### config.mk
export PLATFORM = sky130hd
export DESIGN_NAME = frame_sequencer
export DESIGN_NICKNAME = d
export VERILOG_FILES = /design/src/rtl/frame_sequencer.sv
export SDC_FILE = /design/constraint.sdc
export NUM_CORES = 1
export LEC_CHECK = 0
export ABC_AREA = 1
export CORE_MARGIN = 5
export CORE_UTILIZATION = 30
export DETAILED_ROUTE_END_ITERATION = 6
export GPL_TIMING_DRIVEN = 0
export PLACE_DENSITY = 0.5
export RECOVER_POWER = 100
export SLEW_MARGIN = 30
export SYNTH_ARGS = -nofsm -noshare
export SYNTH_HDL_FRONTEND = slang
export SYNTH_SLANG_ARGS = --single-unit
### constraint.sdc
create_clock -name clk -period 4.7 [get_ports clk]
set_input_delay 0.94 -clock clk [delete_from_list [all_inputs] [get_ports clk]]
set_output_delay 0.94 -clock clk [all_outputs]
set_load 0.02 [all_outputs]
### src/rtl/frame_sequencer.sv
// frame_sequencer: double-buffered 8x8 frame store with swap on frame wrap.
// Optional brightness fade ramp built when FRAME_SEQUENCER_FADE_EN is defined.
module frame_sequencer #(
  parameter int PWM_WIDTH = 8,
  parameter int FADE_DIV  = 50000
) (
  input  logic                 clk,
  input  logic                 rst,
  input  logic                 wr_valid,
  output logic                 wr_ready,
  input  logic [2:0]           wr_addr,
  input  logic [7:0]           wr_data,
  input  logic                 wr_last,
  input  logic [2:0]           row_idx,
  output logic [7:0]           frame_data,
  input  logic [PWM_WIDTH-1:0] bright_target,
  output logic [PWM_WIDTH-1:0] brightness,
  output logic                 swap_pending
);

  logic       ready_q;
  logic       swap_q;
  logic       disp_sel;
  logic       back_sel;
  logic       disp_next;
  logic [2:0] row_prev;
  logic       wr_fire;
  logic       wrap;
  logic       swap_now;
  logic [7:0] bank [0:1][0:7];

  assign back_sel     = ~disp_sel;
  assign wr_ready     = ready_q && !swap_q;
  assign swap_pending = swap_q;
  assign wr_fire      = wr_valid && wr_ready;
  assign wrap         = (row_prev == 3'd7) && (row_idx == 3'd0);
  assign swap_now     = wrap && swap_q;
  assign disp_next    = disp_sel ^ swap_now;

  // Ready comes up one edge after reset release.
  always_ff @(posedge clk or posedge rst) begin
    if (rst) ready_q <= 1'b0;
    else     ready_q <= 1'b1;
  end

  // Track the previous scan row to spot the 7->0 frame wrap.
  always_ff @(posedge clk or posedge rst) begin
    if (rst) row_prev <= 3'd0;
    else     row_prev <= row_idx;
  end

  // Commit/swap handshake: wr_last arms a swap, the next wrap performs it.
  always_ff @(posedge clk or posedge rst) begin
    if (rst) begin
      swap_q   <= 1'b0;
      disp_sel <= 1'b0;
    end else if (swap_now) begin
      swap_q   <= 1'b0;
      disp_sel <= ~disp_sel;
    end else if (wr_fire && wr_last) begin
      swap_q   <= 1'b1;
    end
  end

  // Row writes always land in the bank that is not on display.
  always_ff @(posedge clk or posedge rst) begin
    if (rst) begin
      for (int b = 0; b < 2; b++)
        for (int r = 0; r < 8; r++)
          bank[b][r] <= 8'h00;
    end else if (wr_fire) begin
      bank[back_sel][wr_addr] <= wr_data;
    end
  end

  // Read through the post-swap select so the new bank shows immediately.
  always_ff @(posedge clk or posedge rst) begin
    if (rst) frame_data <= 8'h00;
    else     frame_data <= bank[disp_next][row_idx];
  end

`ifdef FRAME_SEQUENCER_FADE_EN

  localparam int TW = (FADE_DIV > 1) ? $clog2(FADE_DIV) : 1;
  localparam logic [TW-1:0] T_MAX = TW'(FADE_DIV - 1);
  localparam logic [PWM_WIDTH-1:0] B_MAX = {PWM_WIDTH{1'b1}};

  localparam logic [1:0] ST_IDLE = 2'd0;
  localparam logic [1:0] ST_UP   = 2'd1;
  localparam logic [1:0] ST_DOWN = 2'd2;

  logic [1:0]           state;
  logic [TW-1:0]        timer;
  logic [PWM_WIDTH-1:0] bright_q;
  logic                 go_up;
  logic                 go_down;

  assign go_up      = bright_target > bright_q;
  assign go_down    = bright_target < bright_q;
  assign brightness = bright_q;

  // Ramp FSM: step one level toward the target per timer wrap.
  always_ff @(posedge clk or posedge rst) begin
    if (rst) begin
      state    <= ST_IDLE;
      timer    <= '0;
      bright_q <= '0;
    end else begin
      unique case (state)
        ST_UP, ST_DOWN: begin
          if (!go_up && !go_down) begin
            state <= ST_IDLE;
            timer <= '0;
          end else begin
            state <= go_up ? ST_UP : ST_DOWN;
            if (timer == T_MAX) begin
              timer <= '0;
              if (go_up && bright_q != B_MAX)
                bright_q <= bright_q + 1'b1;
              else if (go_down && bright_q != '0)
                bright_q <= bright_q - 1'b1;
            end else begin
              timer <= timer + 1'b1;
            end
          end
        end
        default: begin
          timer <= '0;
          if (go_up)        state <= ST_UP;
          else if (go_down) state <= ST_DOWN;
          else              state <= ST_IDLE;
        end
      endcase
    end
  end

`else

  logic fade_div_unused;
  assign fade_div_unused = (FADE_DIV > 0);

  // Without the ramp, brightness simply follows the target one cycle late.
  always_ff @(posedge clk or posedge rst) begin
    if (rst) brightness <= '0;
    else     brightness <= bright_target;
  end

`endif

endmodule
* Word level (Yosys, flattened, before mapping)
Index checks and enable logic that the tools add are counted.
** Word-level totals
- Flip-flop bits (word level) :: 150
- Bits of input ports :: 26
- Output and inout bits :: 18
- Logic and storage cells :: 58
** Cells by class
- $lt $le $gt $ge :: 6
- Eq/ne operators :: 1
- Mux-type cells :: 13
- Bitwise operators :: 6
- Reductions and logical operators :: 10
** Operator list (count)
- $mux W64 :: 4
- $bwmux W128 :: 1
- $demux W64 S1 :: 1
- $bmux W8 S3 :: 1
- $demux W8 S3 :: 1
- $mux W8 :: 3
- $ge A4 B4 Y1 const B :: 2
- $not A3 Y4 :: 2
- $logic_and A1 B1 Y1 :: 7
- $ge A2 B2 Y1 const B :: 2
- $lt A4 B1 Y1 const B :: 1
- $not A1 Y2 :: 2
- $eq A3 B3 Y1 const B :: 1
- $logic_not A3 Y1 :: 1
- $lt A2 B1 Y1 const B :: 1
- $mux W1 :: 2
- $reduce_bool A2 Y1 :: 1
- $logic_not A1 Y1 :: 1
- $not A1 Y1 :: 1
- $xor A1 B1 Y1 :: 1

* Longest topological paths before layout
Gate-level depths: netlist (run 1).
- Depth in word-level cells :: 11
- Depth in mapped cells :: 13
- Depth with buffers taken out :: 11

* Worst setup path before layout (run 1)
OpenSTA, ideal clock, no wires.
- Path kind :: input to register
- From :: in row_idx[2]
- To :: reg frame_data[4]
- Setup time :: 0.117 ns
- Data arrival time :: 2.014 ns
- Required time :: 4.583 ns
- Setup slack :: 2.568 ns
- Stages :: 12
- Buffers on the path :: 2
- Path through :: buf_6 > clkinv_4 > nand2_4 > nor2_8 > nand2_4 > nand2_4 > nand2_4 > buf_6 > o21bai_1 > nand3_1 > nand3_1 > nand2_1
** Between the ends
- Longest elaborated chain between the ends :: 11
- Elaborated cells on any way between the ends :: 12
- Classes of those cells :: mux: 6; bitwise: 3; reduce/logical: 3
** RTL lines
- start, declared :: RTL line 14 : input logic [2:0] row_idx,
- $logic_not A3 Y1 :: RTL line 36 : assign wrap = (row_prev == 3'd7) && (row_idx == 3'd0);
- $logic_and A1 B1 Y1 :: RTL line 36
- $logic_and A1 B1 Y1 :: RTL line 37 : assign swap_now = wrap && swap_q;
- $xor A1 B1 Y1 :: RTL line 38 : assign disp_next = disp_sel ^ swap_now;
- $not A1 Y2 (not written as such) :: RTL line 79 : else frame_data <= bank[disp_next][row_idx];
- $mux W64 (not written as such) (3 in a row) :: RTL line 79
- $bmux W8 S3 (*) :: RTL line 79
- $mux W8 (not written as such) (*) (2 in a row) :: RTL line 79
- end signal, assigned :: RTL line 79
- end, declared :: RTL line 15 : output logic [7:0] frame_data,
Mark *: on every way between the ends. The rest lies on a longest branch, timed or not. The select of a mux whose other input is x is not followed.
A chain may end at the register's enable or synchronous reset.

* Worst setup path in the final report (run 1)
- From :: in row_idx[0]
- To :: reg frame_data[5]
Same word-level chain as after synthesis.

==> results_dict.tcl, run 1 <==
set metrics [dict create \
    rsz0062_at_grt "no" \
    track_usage_pct 17.95 \
    synth.yosys.seq_area_share_pct 54.21 \
    crit_path_end_kind "flop" \
    cts_hold_buf 0 \
    grt_overflow 0 \
    synth_seq_cells 150 \
    postCtsSetupRepairBufs 0 \
    power_density_nw_per_um2 435.5 \
    nets 907 \
    startpoint "row_idx[0]" \
    reg2reg_from "row_prev[2]" \
    dp_hpwl_mm 16.18 \
    sequentialPowerShare_pct 41.3 \
    root_buffer "clkbuf_16" \
    place.gp.congestion 0.8936 \
    cp_max_fo 10 \
    p_int_mw 2.514 \
    wl_per_cell_um 19.39 \
    p_sw_mw 1.099 \
    grt_pass1_vias 5714 \
    status "complete, but fails checks" \
    cts_resized 0 \
    antenna_found_initial 0 \
    final_common_cell "nand2_1" \
    clockBufferDepth 2 \
    mostFrequentLayoutCells "nand2_1, dfrtp_1, o21ai_0" \
    skew_ns 0.009427 \
    first_pass_iters 5 \
    min_period_ns 3.535 \
    syn_area_sq_um 6924 \
    fmax_mhz 282.9 \
    portBuffers 43 \
    viasPerCell 4.891 \
    relSlewSlack_pct -2.865 \
    hold_path.class "reg -> reg" \
    coreArea_sq_um 22710 \
    routed_wl_mm 22.86 \
    dieWidth_um 161.9 \
    grt_max_degree 29 \
    ir_drop_mv 0.2472 \
    grt_first_pass_wirelength_mm 35.32 \
    max-cap-violations 1 \
    drive_gt1_share_pct 6.823 \
    p_comb_share_pct 20.1 \
    syn-num-nets 839 \
    violations "max-capacitance violations, max-slew violations" \
    yosys.area.top_type_share_pct 54.21 \
    required_ns 5.01 \
    tightest_slew_ns 1.543 \
    fin_cells 1179 \
    clkTransAtPathRegs_ns 0.07 \
    clk_latency_ns 0.43 \
    finalMaxSlewViolations 26 \
    critPathLaunchType "input port" \
    cts_buffers 17 \
    dp_cells 1147 \
    clock_power_share_pct 38.6 \
    hold_ws_ns 0.4840 \
    synth.area.top_cells "dfrtp_1, nand2_1, o21ai_1, nand3_1, inv_1" \
    setup_violations 0 \
    clock_sinks 150 \
    avgSynthCellArea_sq_um 8.517 \
    synth-main-ff-cell "dfrtp_1" \
    worstPathArrival_ns 3.84 \
    die_h_um 161.9 \
    drtIter0Drc 561 \
    num_rows 55 \
    finalHoldViolCount 0 \
    drc 0 \
    diodes 0 \
    h-tree-depth 4 \
    worst_slack_ns 1.165 \
    io_pins 44 \
    num-fill-cells 2422 \
    yosysUniqueCellTypes 29 \
    synth_top_area_cell "dfrtp_1" \
    synth_edf_count 0 \
    switching_share_pct 30.41 \
    drtAntennaViolNets 0 \
    cts_tree "done" \
    crit_type "in -> reg" \
    async_reset_ff_share_pct 100.0 \
    dp_slack_ns 1.387 \
    route.vias.total 5767 \
    hold_start "bank[51]" \
    initial_utilization_pct 30.49 \
    timing.final.crit_share_pct 75.21 \
    fp.dieArea_sq_um 26220 \
    p_leak_nw 3.792 \
    postSynthCellCount 813 \
    syn2layout_area_growth_pct 19.80 \
    fin_tns_setup_ns 0 \
    ys.warnings.count 0 \
]
## metrics by stage
stage               utilization [%]  power [mW]  cell area, sq um
floorplan                         -       1.998              6928
global placement              33.97       2.265              7715
detailed placement            34.53       2.282              7843
CTS                           37.13       3.686              8432
global route                  36.53       3.783              8295
finish                        36.53       3.612              8295
## worst paths after layout
kind	cells past startpoint	to	slack (ns)
min in group asynchronous	2	brightness[2]	0.93
max reg2reg	10	frame_data[5]	2.09
min reg2reg	2	bank[51]	0.48
min	2	bank[51]	0.48
max	10	frame_data[5]	1.17
max in group asynchronous	4	bank[108]	1.51
## critical path, stage by stage
cell and delay [ns]:
dlygate4sd3_1 0.70, nor2_1 0.56, nand3_4 0.19, nand2_1 0.27, clkbuf_1 0.56, nand2_1 0.10
nand3_1 0.16, nand3_1 0.15, nand3_1 0.11, nand2_1 0.08
## cell families (layout without fill, tap and decap cells)
kind of cell           count (synthesis)  in the layout  synth area share (%)
buffers and inverters                138            219                 8.601
and+or+nand+nor                      334            334                 21.74
other                                  1              1               0.05416
DFF                                  150            150                 54.21
AOI/OAI and AO/OA                    190            190                 15.40
## cell usage after synthesis (9+ instances only)
master,number
buf_2,10
clkbuf_1,27
dfrtp_1,150
inv_1,87
nand2_1,203
nand2_2,9
nand3_1,102
o21a_1,10
o21ai_0,22
o21ai_1,128
o21bai_1,13
o21bai_2,9
## cell type report
cell class,count,area (sq um),area share (%)
inverters,91,347.8,4.193
clock inverters,12,152.6,1.840
plain buffers,47,224.0,2.700
multi-input cells,525,2522,30.41
flip-flops and latches,150,3754,45.25
clock buffers,20,436.7,5.264
well taps,285,356.6,4.299
repair buffers,49,501.7,6.048
## registers in the layout, indices dropped and copies added (netlist names)
name,count
frame_data,8
swap_pending,1
brightness,8
disp_sel,1
ready_q,1
row_prev,3
bank,128
## per-layer routing
| metal | vias up | share of wire (%) | GRT usage [%] | wire length [um] |
|---|---|---|---|---|
| met5 | - | 0 | 0 | 0 |
| met4 | 0 | 2.2 | 5.805 | 504 |
| met3 | 31 | 5.5 | 3.578 | 1250 |
| met2 | 165 | 44 | 27.07 | 10110 |
| met1 | 2800 | 48 | 25.98 | 11000 |
| li1 | 2771 | - | - | - |
## power groups by stage
stage	registers (mW)	clock network, mW	logic [mW]
CTS	1.49	1.42	0.769
global route	1.51	1.47	0.804
global placement	1.52	0	0.749
floorplan	1.53	0	0.472
detailed placement	1.52	0	0.767
finish	1.49	1.40	0.725
Note: power is estimated with default switching activity, not from simulation.
==> inputs of run 2 (changes only) <==
- PLACE_DENSITY: 0.5 -> 0.48
- clock period: 4.7 -> 3.4 ns (I/O delays scaled with it)
==> run 2 against run 1 <==
  * The flow still finishes with violations (max-capacitance violations, max-slew violations)
  * Register-to-register slack worse by 1.0 ns
  * Clock skew down 0.0026 ns
  * Non-clock buffer count unchanged
  * Clock power up 36%
  * Cell area up 0.81%
  * Flip-flop and latch count unchanged
  * Sequential share of layout area down 0.37 points
  * Count of clock-buffer cells in the layout up 1
  * Global-route usage up 0.22 points
  * Via count up 1.5%
  * Critical path type unchanged
==> results_dict.tcl, run 2 (synthesized netlist as in run 1, its figures left out) <==
set metrics [dict create \
    violations "max-capacitance violations, max-slew violations" \
    tightest_slew_ns 1.560 \
    viasPerCell 4.966 \
    r2r_cells 7 \
    wl_per_cell_um 19.63 \
    first_pass_iters 5 \
    drive_gt1_share_pct 7.606 \
    p_int_mw 3.460 \
    r2r_end "bank[64]" \
    crit_type "in -> reg" \
    final_common_cell "nand2_1" \
    dp_cells 1147 \
    mostFrequentLayoutCells "nand2_1, dfrtp_1, o21ai_0" \
    setup_violations 0 \
    cpLargestDelayFamily "simple AND/OR/NAND/NOR gates" \
    required_ns 3.70 \
    total_power_mw 5.024 \
    reg2reg_slack_ns 1.07 \
    fmax_mhz 348.7 \
    cp_cell_sequence "dlygate4sd3_1 -> nor2_1 -> nand3_2 -> nand2_4 -> buf_6 -> nand2_1 -> nand3_1 -> nand3_1 -> nand3_1 -> nand2_1" \
    p_sw_mw 1.564 \
    fin_cells 1179 \
    drtAntennaViolNets 0 \
    largest_register_ffs 128 \
    dp_hpwl_mm 16.66 \
    clock_sinks 150 \
    hold_end "bank[49]" \
    place.gp.congestion 0.8973 \
    max-cap-violations 1 \
    coreArea_sq_um 22710 \
    slowest_delay_ns 0.72 \
    nets 907 \
    die_h_um 161.9 \
    crit_top_cell "nand3_1" \
    dieWidth_um 161.9 \
    drtIter0Drc 606 \
    cts_buffers 17 \
    switching_share_pct 31.12 \
    clk_latency_ns 0.44 \
    regMostFlops "bank" \
    num_rows 55 \
    final_util_pct 36.83 \
    relSlewSlack_pct -4.019 \
    clock_power_share_pct 37.9 \
    timing.final.crit_share_pct 84.34 \
    path_buf_inv 2 \
    track_usage_pct 18.18 \
    finalMaxSlewViolations 25 \
    p_comb_share_pct 21.0 \
    grt_max_degree 28 \
    antenna_found_initial 0 \
    hold_path.class "reg -> reg" \
    initial_utilization_pct 30.49 \
    root_buffer "clkbuf_16" \
    worstPathArrival_ns 3.16 \
    diodes 0 \
    fin_tns_setup_ns 0 \
    cts_resized 0 \
    syn2layout_area_growth_pct 20.78 \
    cts_tree "done" \
    routed_wl_mm 23.14 \
    critPathLaunchType "input port" \
    grt_pass1_vias 5776 \
    portBuffers 43 \
    grt_first_pass_wirelength_mm 35.25 \
    largestRegisters "bank (128), brightness (8), frame_data (8)" \
    clkTransAtPathRegs_ns 0.06 \
    grt_overflow 0 \
    io_pins 44 \
    skew_ns 0.006843 \
    h-tree-depth 4 \
    power_density_nw_per_um2 600.7 \
    ir_drop_mv 0.3336 \
    reg2reg_from "swap_pending" \
    status "complete, but fails checks" \
    fp.dieArea_sq_um 26220 \
    clockBufferDepth 2 \
    crit_path_top_delay_cell "dlygate4sd3_1" \
    finalHoldViolCount 0 \
    cp_max_fo 10 \
    cts_hold_buf 0 \
    rsz0062_at_grt "no" \
    sequentialPowerShare_pct 41.1 \
    crit_path_end_kind "flop" \
    route.vias.total 5855 \
    min_period_ns 2.868 \
    drc 0 \
    startpoint "row_idx[0]" \
    hold_start "bank[49]" \
    whs_path_depth 2 \
    postCtsSetupRepairBufs 0 \
    p_leak_nw 3.822 \
]
## run 2: power groups by stage
| stage | Combinational, mW | Clock (mW) | Sequential, mW |
|---|---|---|---|
| 2_1_floorplan | 0.653 | 0 | 2.11 |
| 3_3_place_gp | 1.07 | 0 | 2.10 |
| 3_5_place_dp | 1.09 | 0 | 2.10 |
| 4_1_cts | 1.10 | 1.94 | 2.07 |
| 5_1_grt | 1.16 | 2.02 | 2.09 |
| 6_report | 1.06 | 1.90 | 2.06 |
## run 2: metrics by stage
step                setup WS, ns  area (sq um)  hold slack [ns]
floorplan                 0.8310          6928           0.4536
global placement         -0.6923          7715           0.4663
detailed placement        0.3575          7843           0.4730
CTS                       0.8089          8429           0.4811
global route              0.4345          8363           0.4987
finish                    0.5324          8363           0.4801
## run 2: cell type report
type / instances / area (sq um)
Fill cell: 2416 / 14350
Sequential cell: 150 / 3754
Multi-Input combinational cell: 525 / 2537
Timing Repair Buffer: 49 / 541.8
Clock buffer: 21 / 460.4
Tap cell: 285 / 356.6
Inverter: 91 / 347.8
Buffer: 47 / 239.0
Clock inverter: 11 / 126.4
## run 2: worst max path at each step
stage	end	slack, ns	cells past startpoint
3_3_place_gp	bank[6]	-0.69	2
3_5_place_dp	frame_data[2]	0.36	10
5_1_grt	frame_data[6]	0.43	10
2_1_floorplan	bank[0]	0.83	1
4_1_cts	frame_data[2]	0.81	10
6_report	frame_data[7]	0.53	10
## run 2: per-layer routing
layer  global-route usage (%)  routed length, um  up-vias
li1                         -                  -     2776
met1                    25.83              10820     2875
met2                    27.66              10510      165
met3                    3.578               1153       39
met4                    6.574                650        0
met5                        0                  0        -
## run 2: worst min-delay path, delay by kind of cell, from the launching register on
| family | cells | cell delay, ns |
|---|---|---|
| AO/OA/AOI/OAI | 1 | 0.06 |
| flip-flops | 1 | 0.34 |
| AND/OR/NAND/NOR | 1 | 0.05 |
==> inputs of run 3 (changes only) <==
- clock period: 3.4 -> 2.74 ns (I/O delays scaled with it)
==> run 3 against run 2 <==
  * The run still ends with max-capacitance violations, max-slew violations left
  * Cell area hardly changed
  * Utilization hardly changed
  * Clock skew hardly changed
  * Global-route usage stayed put
  * Via count is 0.31% higher
  * Critical path depth stayed put
  * Non-clock buffer count stayed put
  * Worst hold slack worse by 0.0074 ns
  * Die area stayed put
  * Critical path type unchanged
  * Largest power group unchanged
==> results_dict.tcl, run 3 (synthesized netlist as in run 1, its figures left out) <==
set metrics [dict create \
    place.gp.congestion 0.8973 \
    dp_slack_ns -0.1705 \
    clkTransAtPathRegs_ns 0.06 \
    mostFrequentLayoutCells "nand2_1, dfrtp_1, o21ai_0" \
    grt_max_degree 28 \
    crit_type "in -> reg" \
    drtAntennaViolNets 0 \
    grt_overflow 0 \
    fmax_mhz 393.1 \
    clock_power_share_pct 37.9 \
    rsz0062_at_grt "no" \
    io_pins 44 \
    cts_resized 0 \
    switching_share_pct 31.11 \
    finalMaxSlewViolations 25 \
    worstPathArrival_ns 2.84 \
    nets 907 \
    setup_violations 0 \
    routed_wl_mm 23.13 \
    final_util_pct 36.84 \
    timing.final.crit_share_pct 92.84 \
    viasPerCell 4.981 \
    route.vias.total 5873 \
    fin_cells 1179 \
    total_power_mw 6.233 \
    diodes 0 \
    relSlewSlack_pct -4.019 \
    dp_hpwl_mm 16.66 \
    reg2reg_slack_ns 0.43 \
    tightest_slew_ns 1.560 \
    p_sw_mw 1.939 \
    worst_slack_ns 0.1961 \
    clock_sinks 150 \
    reg2reg_from "swap_pending" \
    dieWidth_um 161.9 \
    crit_path_end_kind "flop" \
    grt_first_pass_wirelength_mm 35.25 \
    violations "max-capacitance violations, max-slew violations" \
    r2r_cells 7 \
    hold_ws_ns 0.4727 \
    p_comb_share_pct 21.1 \
    sequentialPowerShare_pct 41.1 \
    initial_utilization_pct 30.49 \
    power_density_nw_per_um2 745.1 \
    largestRegisters "bank (128), brightness (8), frame_data (8)" \
    postCtsSetupRepairBufs 0 \
    critPathLaunchType "input port" \
    cts_hold_buf 0 \
    final_common_cell "nand2_1" \
    min_period_ns 2.544 \
    grt_pass1_vias 5776 \
    fp.dieArea_sq_um 26220 \
    syn2layout_area_growth_pct 20.82 \
    cp_max_fo 10 \
    p_int_mw 4.294 \
    clk_latency_ns 0.44 \
    p_leak_nw 3.822 \
    clockBufferDepth 2 \
    fin_area_sq_um 8366 \
    wl_per_cell_um 19.62 \
    dp_cells 1147 \
    antenna_found_initial 0 \
    drtIter0Drc 621 \
    hold_path.class "in -> async" \
    drc 0 \
    max-cap-violations 1 \
    place_area_sq_um 7843 \
    coreArea_sq_um 22710 \
    num_rows 55 \
    drive_gt1_share_pct 7.718 \
    required_ns 3.04 \
    cts_tree "done" \
    h-tree-depth 4 \
    regMostFlops "bank" \
    track_usage_pct 18.18 \
    first_pass_iters 5 \
    root_buffer "clkbuf_16" \
    r2r_end "bank[64]" \
    die_h_um 161.9 \
    largest_register_ffs 128 \
    skew_ns 0.007223 \
    finalHoldViolCount 0 \
    cts_buffers 17 \
    portBuffers 43 \
    fin_tns_setup_ns 0 \
    status "complete, but fails checks" \
    ir_drop_mv 0.4148 \
]
## run 3: changes by cell type in the layout (fill, tap and decap cells not counted), sizes merged
cell and delta:
clkdlybuf4s50 +1, dlygate4sd3 -1
## run 3: cell type report
class | instances | area (sq um)
sequential | 150 | 3754
buffer | 47 | 239.0
multi-input combinational | 525 | 2540
timing repair buffer | 49 | 541.8
inverter | 91 | 347.8
tap | 285 | 356.6
clock inverter | 11 | 126.4
clock buffer | 21 | 460.4
fill | 2415 | 14340
## run 3: power groups by stage
stage	combinational, mW	clock (mW)	sequential [mW]
floorplan	0.810	0	2.62
global placement	1.33	0	2.60
detailed placement	1.35	0	2.60
CTS	1.36	2.41	2.56
global route	1.44	2.50	2.59
finish	1.31	2.36	2.56
## run 3: metal layers
metal	routed length [um]	track usage [%]	up-vias
li1	-	-	2774
met1	10740	25.83	2896
met2	10510	27.66	164
met3	1223	3.578	39
met4	653	6.574	0
met5	0	0	-
## run 3: critical path: stages
cell,delay (ns)
dlygate4sd3_1,0.72
nor2_2,0.39
nand3_2,0.28
nand2_4,0.24
buf_6,0.17
nand2_1,0.08
nand3_1,0.09
nand3_1,0.10
nand3_1,0.10
nand2_1,0.11
## run 3: worst max-delay path by stage
stage / endpoint / from / cells past startpoint
after floorplan: bank[0] / rst / 1
after global placement: bank[6] / rst / 2
after detailed placement: frame_data[2] / row_idx[0] / 10
after CTS: frame_data[2] / row_idx[0] / 10
after global routing: bank[11] / rst / 5
final: frame_data[7] / row_idx[0] / 10
